[src/rtl/beam_direction_decoder.sv]
// rtl/beam_direction_decoder.sv - doorway beam-break sequence decoder producing entry/exit pulses
//
// Synchronizes and debounces two IR beam-break inputs, then follows the
// break order through a crossing FSM so that only a complete crossing
// produces a count pulse.
//
// Ports:
//   clk          - single clock
//   rst          - synchronous active-high reset
//   beam_a_raw   - outer beam, asynchronous, 1 = broken
//   beam_b_raw   - inner beam, asynchronous, 1 = broken
//   entry_sensor - one-cycle pulse per completed A->B crossing
//   exit_sensor  - one-cycle pulse per completed B->A crossing
//   timeout_flag - one-cycle pulse when a crossing is abandoned by timeout
//   busy         - high whenever the FSM is not idle

module beam_direction_decoder #(
  parameter int DEBOUNCE_CYCLES = 4,
  parameter int TIMEOUT_CYCLES  = 1000
) (
  input  logic clk,
  input  logic rst,
  input  logic beam_a_raw,
  input  logic beam_b_raw,
  output logic entry_sensor,
  output logic exit_sensor,
  output logic timeout_flag,
  output logic busy
);

  localparam int DBW = $clog2(DEBOUNCE_CYCLES + 1);
  localparam int TOW = $clog2(TIMEOUT_CYCLES + 1);

  typedef enum logic [2:0] {
    IDLE       = 3'd0,
    IN_A       = 3'd1,
    IN_AB      = 3'd2,
    IN_B       = 3'd3,
    OUT_B      = 3'd4,
    OUT_AB     = 3'd5,
    OUT_A      = 3'd6,
    WAIT_CLEAR = 3'd7
  } state_t;

  // Bit 0 carries beam A, bit 1 carries beam B through the front end.
  logic [1:0] sync1;
  logic [1:0] sync2;
  logic [1:0] filt;

  always_ff @(posedge clk) begin
    if (rst) begin
      sync1 <= '0;
      sync2 <= '0;
    end else begin
      sync1 <= {beam_b_raw, beam_a_raw};
      sync2 <= sync1;
    end
  end

  // The filtered level moves only after sync2 has disagreed with it on
  // DEBOUNCE_CYCLES consecutive edges; any agreeing edge restarts the count.
  for (genvar i = 0; i < 2; i++) begin : g_db
    logic [DBW-1:0] cnt;
    logic           filt_q;

    always_ff @(posedge clk) begin
      if (rst) begin
        cnt    <= '0;
        filt_q <= 1'b0;
      end else if (sync2[i] == filt_q) begin
        cnt <= '0;
      end else if (cnt == DBW'(DEBOUNCE_CYCLES - 1)) begin
        filt_q <= sync2[i];
        cnt    <= '0;
      end else begin
        cnt <= cnt + 1'b1;
      end
    end

    assign filt[i] = filt_q;
  end

  // ab[1] = beam A, ab[0] = beam B, so literals read as (a,b).
  logic [1:0] ab;
  assign ab = {filt[0], filt[1]};

  state_t         state;
  state_t         state_d;
  logic [TOW-1:0] dwell;
  logic           entry_d;
  logic           exit_d;
  logic           timeout_d;
  logic           in_crossing;

  assign in_crossing = (state != IDLE) && (state != WAIT_CLEAR);

  // State register, dwell counter and registered pulses.
  always_ff @(posedge clk) begin
    if (rst) begin
      state        <= IDLE;
      dwell        <= '0;
      entry_sensor <= 1'b0;
      exit_sensor  <= 1'b0;
      timeout_flag <= 1'b0;
    end else begin
      state        <= state_d;
      entry_sensor <= entry_d;
      exit_sensor  <= exit_d;
      timeout_flag <= timeout_d;
      if (state_d != state) begin
        dwell <= '0;
      end else if (in_crossing) begin
        dwell <= dwell + 1'b1;
      end
    end
  end

  // Next-state logic, including the pulse that accompanies a transition.
  always_comb begin
    state_d   = state;
    entry_d   = 1'b0;
    exit_d    = 1'b0;
    timeout_d = 1'b0;

    case (state)
      IDLE: begin
        case (ab)
          2'b10:   state_d = IN_A;
          2'b01:   state_d = OUT_B;
          2'b11:   state_d = WAIT_CLEAR;
          default: state_d = IDLE;
        endcase
      end
      IN_A: begin
        case (ab)
          2'b11:   state_d = IN_AB;
          2'b01:   state_d = IN_B;
          2'b00:   state_d = IDLE;
          default: state_d = IN_A;
        endcase
      end
      IN_AB: begin
        case (ab)
          2'b01:   state_d = IN_B;
          2'b10:   state_d = IN_A;
          2'b00:   state_d = IDLE;
          default: state_d = IN_AB;
        endcase
      end
      IN_B: begin
        case (ab)
          2'b00: begin
            state_d = IDLE;
            entry_d = 1'b1;
          end
          2'b11:   state_d = IN_AB;
          2'b10:   state_d = IN_A;
          default: state_d = IN_B;
        endcase
      end
      OUT_B: begin
        case (ab)
          2'b11:   state_d = OUT_AB;
          2'b10:   state_d = OUT_A;
          2'b00:   state_d = IDLE;
          default: state_d = OUT_B;
        endcase
      end
      OUT_AB: begin
        case (ab)
          2'b10:   state_d = OUT_A;
          2'b01:   state_d = OUT_B;
          2'b00:   state_d = IDLE;
          default: state_d = OUT_AB;
        endcase
      end
      OUT_A: begin
        case (ab)
          2'b00: begin
            state_d = IDLE;
            exit_d  = 1'b1;
          end
          2'b11:   state_d = OUT_AB;
          2'b01:   state_d = OUT_B;
          default: state_d = OUT_A;
        endcase
      end
      WAIT_CLEAR: begin
        if (ab == 2'b00) begin
          state_d = IDLE;
        end
      end
      default: state_d = IDLE;
    endcase

    // A genuine transition on the final dwell cycle takes precedence; the
    // crossing is only abandoned when it would otherwise stay put.
    if (in_crossing && (state_d == state) && (dwell == TOW'(TIMEOUT_CYCLES - 1))) begin
      state_d   = WAIT_CLEAR;
      timeout_d = 1'b1;
    end
  end

  // Output decode.
  always_comb begin
    busy = (state != IDLE);
  end

endmodule

[config.mk]
export PLATFORM = sky130hd
export DESIGN_NAME = beam_direction_decoder
export DESIGN_NICKNAME = d
export VERILOG_FILES = /design/src/rtl/beam_direction_decoder.sv
export SDC_FILE = /design/constraint.sdc
export NUM_CORES = 1
export LEC_CHECK = 0
export BUFFER_PORTS_ARGS = -buffer_cell sky130_fd_sc_hd__buf_4
export CELL_PAD_IN_SITES_DETAIL_PLACEMENT = 0
export CELL_PAD_IN_SITES_GLOBAL_PLACEMENT = 2
export CORE_ASPECT_RATIO = 0.6
export CORE_UTILIZATION = 25
export CTS_BUF_LIST = sky130_fd_sc_hd__clkbuf_4 sky130_fd_sc_hd__clkbuf_8 sky130_fd_sc_hd__clkbuf_16
export DETAILED_ROUTE_END_ITERATION = 10
export PLACE_DENSITY_LB_ADDON = 0.12
export SYNTH_ARGS = -nofsm -noshare
export SYNTH_HDL_FRONTEND = slang
export SYNTH_SLANG_ARGS = --single-unit
[constraint.sdc]
create_clock -name clk -period 2.6 [get_ports clk]
set_input_delay 0.26 -clock clk [delete_from_list [all_inputs] [get_ports clk]]
set_output_delay 0.26 -clock clk [all_outputs]
set_load 0.1 [all_outputs]
# Word-level counts from Yosys, hierarchy flattened
# Index checks and enable logic that the tools add are counted.
# W data, S select, Z words.
[totals]
wordCells = 61
in_bits = 4
output_inout_bits = 4
register_bits = 28
[op_classes]
mux = 12
addsub = 3
eq_ne = 18
n_reduce_logical = 13
bitwise = 4
[op_table]
columns = ["cell", "count"]
rows = [
  ["$pmux W3 S3", 4],
  ["$pmux W3 S8", 1],
  ["$pmux W2 S3", 3],
  ["$eq A3 B2 Y1 const B", 4],
  ["$eq A3 B3 Y1 const B", 4],
  ["$add A10 B1 Y10 const B", 1],
  ["$eq A10 B10 Y1 const B", 1],
  ["$add A3 B1 Y3 const B", 2],
  ["$mux W3", 2],
  ["$reduce_or A2 Y1", 3],
  ["$reduce_or A3 Y1", 2],
  ["$eq A2 B2 Y1 const B", 2],
  ["$not A1 Y1", 4],
  ["$reduce_and A2 Y1", 2],
  ["$eq A3 B1 Y1 const B", 1],
  ["$eq A3 B3 Y1", 1],
  ["$logic_and A1 B1 Y1", 3],
  ["$logic_not A3 Y1", 1],
  ["$ne A3 B3 Y1", 1],
  ["$ne A3 B3 Y1 const B", 1],
  ["$reduce_bool A3 Y1", 1],
  ["$eq A1 B1 Y1", 2],
  ["$eq A2 B1 Y1 const B", 1],
  ["$logic_not A2 Y1", 1],
  ["$mux W1", 2],
]

# Longest topological paths before layout
[logic_depth]
word_depth = 9
ltp_mapped = 7
ltp_nobuf = 7

# Worst setup path before layout
# No wires, ideal clock.
[synth_path]
kind = "reg-to-reg"
start = "reg g_db[0].filt_q"
end = "reg dwell[0]"
period_less_slack_ps = 2017
setup_ps = 88
path_buffers = 0
slack_ps = 583
arrival_ps = 1929
required_ps = 2512
path_stages_with_launch = 8
cell_sequence = "dfxtp_1 > inv_1 > ha_1 > or3b_2 > o311ai_1 > nor3b_1 > o211a_4 > nor4_2"
[synth_between]
elab_chain_cells = 9
elab_cells_between_ends = 19
cone_classes = "5 x eq/ne; 10 x mux; 4 x reduce/logical"
[synth_lines]
columns = ["element", "line", "text"]
rows = [
  ["start, declared", "64", "logic filt_q;"],
  ["start signal, assigned", "73", "filt_q <= sync2[i];"],
  ["$eq A2 B1 Y1 (tied with other cells)", "n/a", ""],
  ["$pmux W3 S3 (tied with other cells)", "178", "case (ab)"],
  ["$pmux W3 S8 (*)", "125", "case (state)"],
  ["$eq A3 B3 Y1", "198", "if (in_crossing && (state_d == state) && (dwell == TOW'(TIMEOUT_CYCLES - 1))) begin"],
  ["$logic_and A1 B1 Y1 (2 in a row)", "198", ""],
  ["$mux W3 (*)", "198", ""],
  ["$ne A3 B3 Y1 (*)", "110", "if (state_d != state) begin"],
  ["$reduce_or A2 Y1 (no source line) (*)", "n/a", ""],
  ["end signal, assigned", "113", "dwell <= dwell + 1'b1;"],
  ["end, declared", "89", "logic [TOW-1:0] dwell;"],
]
# Every way passes the cells marked *; elsewhere a longest branch is shown, timed or not.
# A chain may end at the register's enable or synchronous reset.

# Worst setup path in the final report
[layout_path]
start = "reg g_db[0].filt_q"
end = "reg dwell[8]"
# The elaborated chain is that of the path after synthesis.

==> impl_metrics.json <==
{
  "status": "finished, final reports clean",
  "critPathKind": "flop to flop",
  "cp.arrival_ps": 2490,
  "cp_max_fo": 10,
  "power_switching_uw": 152.6,
  "die_area_um2": 6812,
  "start_kind": "flop",
  "drive_gt1_share_pct": 20.34,
  "grtUsageMet2_pct": 15.60,
  "die_w_um": 105.9,
  "p_per_area_nw_per_um2": 436.5,
  "internal-power_uw": 646.5,
  "drcViolationCount": 0,
  "irDropWorstVdd_uv": 193.4,
  "nNetsFinal": 194,
  "min_path_type": "primary input to flop",
  "die_y_um": 64.34,
  "cpPeakStageDelay_ps": 490,
  "num_rows": 22,
  "grt_max_degree": 18,
  "synth.distinct_cells": 45,
  "seqPwrFrac_pct": 54.3,
  "finalSetupTns_ps": 0,
  "insertion_delay_ps": 280,
  "dr.pass1.iters": 4,
  "clk_pin_slew_ps": 100,
  "rsz0062_at_grt": "no",
  "cts_made_buffers": 3,
  "wl_per_cell_um": 13.49,
  "synthTopCellsByCount": "28 x dfxtp_1, 15 x nor2_1, 12 x ha_1, 9 x inv_1, 9 x nor4_2",
  "power.share.clock_pct": 43.3,
  "ant_nets": 0,
  "crit_required_ps": 2790,
  "slowest_stage": "dfxtp_1",
  "core_area_um2": 6193,
  "synth_most_common_cell": "dfxtp_1",
  "path_buf_inv": 1,
  "slew-limit-headroom_pct": 65.21,
  "syn_nets": 185,
  "synth_warnings": 0,
  "finalPower_uw": 799.1,
  "period_share_pct": 88.23,
  "combPwrFrac_pct": 2.4,
  "grt_busiest_layer": "met1",
  "place_hpwl_um": 2690,
  "start_util_pct": 26.14,
  "crit_family": "simple AND/OR/NAND/NOR gates",
  "critical_path.cell_chain": "inv_1 > ha_1 > or3b_2 > o311ai_1 > nor4b_2 > o211ai_4 > nor4_2",
  "switching_share_pct": 19.10,
  "grt.met3_usage_pct": 1.837,
  "grt_pass1_wl_um": 6113,
  "cts.sinks": 28,
  "report.final.hold_viol_count": 0,
  "pin_count": 8,
  "drtIter0Drc": 75,
  "syn_inst": 169,
  "finClkSkew_ps": 2.946,
  "place.port_buffers": 7,
  "max_freq_ghz": 0.4359,
  "antenna_found_initial": 0,
  "min_period_ps": 2294,
  "met1_usage_pct": 17.94,
  "synth_edf_count": 0,
  "antenna_cells": 0,
  "maxSlewViolCount": 0,
  "cts_buffer_depth": 2,
  "cp-end-kind": "flop",
  "syn_area_um2": 1619,
  "first_global_vias": 1194,
  "p_leak_uw": 0.0006321,
  "postSynthAreaPerCell_um2": 9.580,
  "htree_levels": 1,
  "cts_tree": "yes",
  "synth-async-reset-ratio_pct": 0,
  "cts_setup_buffers": 0,
  "synthFlopType": "dfxtp_1",
  "ys_top_cells_by_area": "dfxtp_1 35%, ha_1 9.3%, nor4_2 7.0%, nor2_1 3.5%, xor2_1 3.2%",
  "drt_wl_total_um": 3521,
  "multi_input_comb_area_um2": 984.7,
  "dp_cells": 257,
  "gp_congestion": 0.7576,
  "post_drt_via_cell_ratio": 4.843,
  "ff_latch_area_um2": 560.5,
  "groute.usage.overall_pct": 11.32,
  "synth_seq_cells": 28,
  "n_fill_cell": 651,
  "syn_to_final_growth_pct": 13.06,
  "clock-root-buffer": "clkbuf_8",
  "worst_slew_pin_slew_ps": 521.2,
  "maxCapViolations": 0,
  "synth_top_area_share_pct": 34.62,
  "overflow": 0,
  "yosysTopAreaCell": "dfxtp_1",
  "stdcell_count": 261,
  "synth-seq-area-share_pct": 34.62,
  "dr_total_vias": 1264,
  "setup-violations-final": 0
}
-- worst register-to-register path, delay by kind of cell, from the launching register on --
| family | cells | cell delay (ps) |
|---|---|---|
| DFF | 1 | 490 |
| and+or+nand+nor | 3 | 850 |
| AOI/OAI and AO/OA | 2 | 380 |
| adders and majority gates | 1 | 350 |
| buffers and inverters | 1 | 130 |
-- placed cells by master, fill, tap and decap left out, drive strengths merged, types with 2 or more instances in the layout --
cell / count
nor4b: 2
nand3: 5
o21ai: 5
xnor2: 4
nor3: 6
o211ai: 3
xor2: 6
a21o: 2
or3: 4
nor4: 9
mux2i: 3
nor2b: 5
a31oi: 2
dfxtp: 28
a21oi: 6
ha: 12
nand4: 4
clkbuf: 3
inv: 9
buf: 10
nand2: 8
o221ai: 3
nand2b: 4
o311ai: 2
o21bai: 2
nor2: 15
a31o: 2
-- worst paths after layout --
path | start | to | slack [ps] | cells after the start
setup reg to reg | g_db[0].filt_q | dwell[8] | 310 | 7
hold reg to reg | g_db[1].cnt[0] | g_db[1].cnt[0] | 430 | 1
setup / recovery | g_db[0].filt_q | dwell[8] | 310 | 7
hold / removal | beam_b_raw | sync1[1] | 190 | 2
-- sequential cells by signal, indices dropped and copies added, names as in the netlist --
register      count
dwell            10
entry_sensor      1
exit_sensor       1
g_db.cnt          6
g_db.filt_q       2
state             3
sync1             2
sync2             2
timeout_flag      1
-- area by class of cell --
type                            instances  area share [%]
Tap cell                               84           5.742
Clock buffer                            3           2.256
Sequential cell                        28           30.62
Inverter                                9           1.846
Multi-Input combinational cell        126           53.79
Timing Repair Buffer                   10           4.101
Clock inverter                          1           1.640
-- logic make-up (layout without fill, tap and decap cells) --
group	Yosys count	after routing	synth area share (%)
fa+ha+maj	12	12	9.273
compound gates	32	32	16.31
xor+xnor	10	10	5.409
buf+inv	15	23	5.023
simple gates	69	69	27.51
mux	3	3	1.855
flops	28	28	34.62
-- what timing repair did --
action | in CTS | in global routing
resized for setup | 0 | 1
hold endpoints to repair | 0 | 0
hold buffers | 0 | 0
endpoints found under the setup margin | 0 | 5
-- power by group through the flow --
stage / clock, uW / combinational [uW] / sequential (uW)
finish: 346 / 18.8 / 434
global route: 380 / 21.3 / 435
CTS: 361 / 18.8 / 434
detailed placement: 0 / 18.8 / 444
global placement: 0 / 18.3 / 444
floorplan: 0 / 11.6 / 444
-- layer usage --
layer  share of wire, %  vias up
met1                 57      601
met5                  0        -
met3                3.7        0
met4                  0        0
met2                 39       33
li1                   -      630
-- metrics by stage --
stage	instance area (um2)	hold WS, ps	util (%)	setup WS (ps)
after floorplan	1619	331.6	-	582.5
after global placement	1752	406.6	28.28	169.8
after detailed placement	1752	415.3	28.28	268.6
after CTS	1823	175.6	29.43	241.3
after global routing	1831	218.7	29.56	55.24
final	1831	187.5	29.56	306.1
Power figures use the tool's default switching activity.
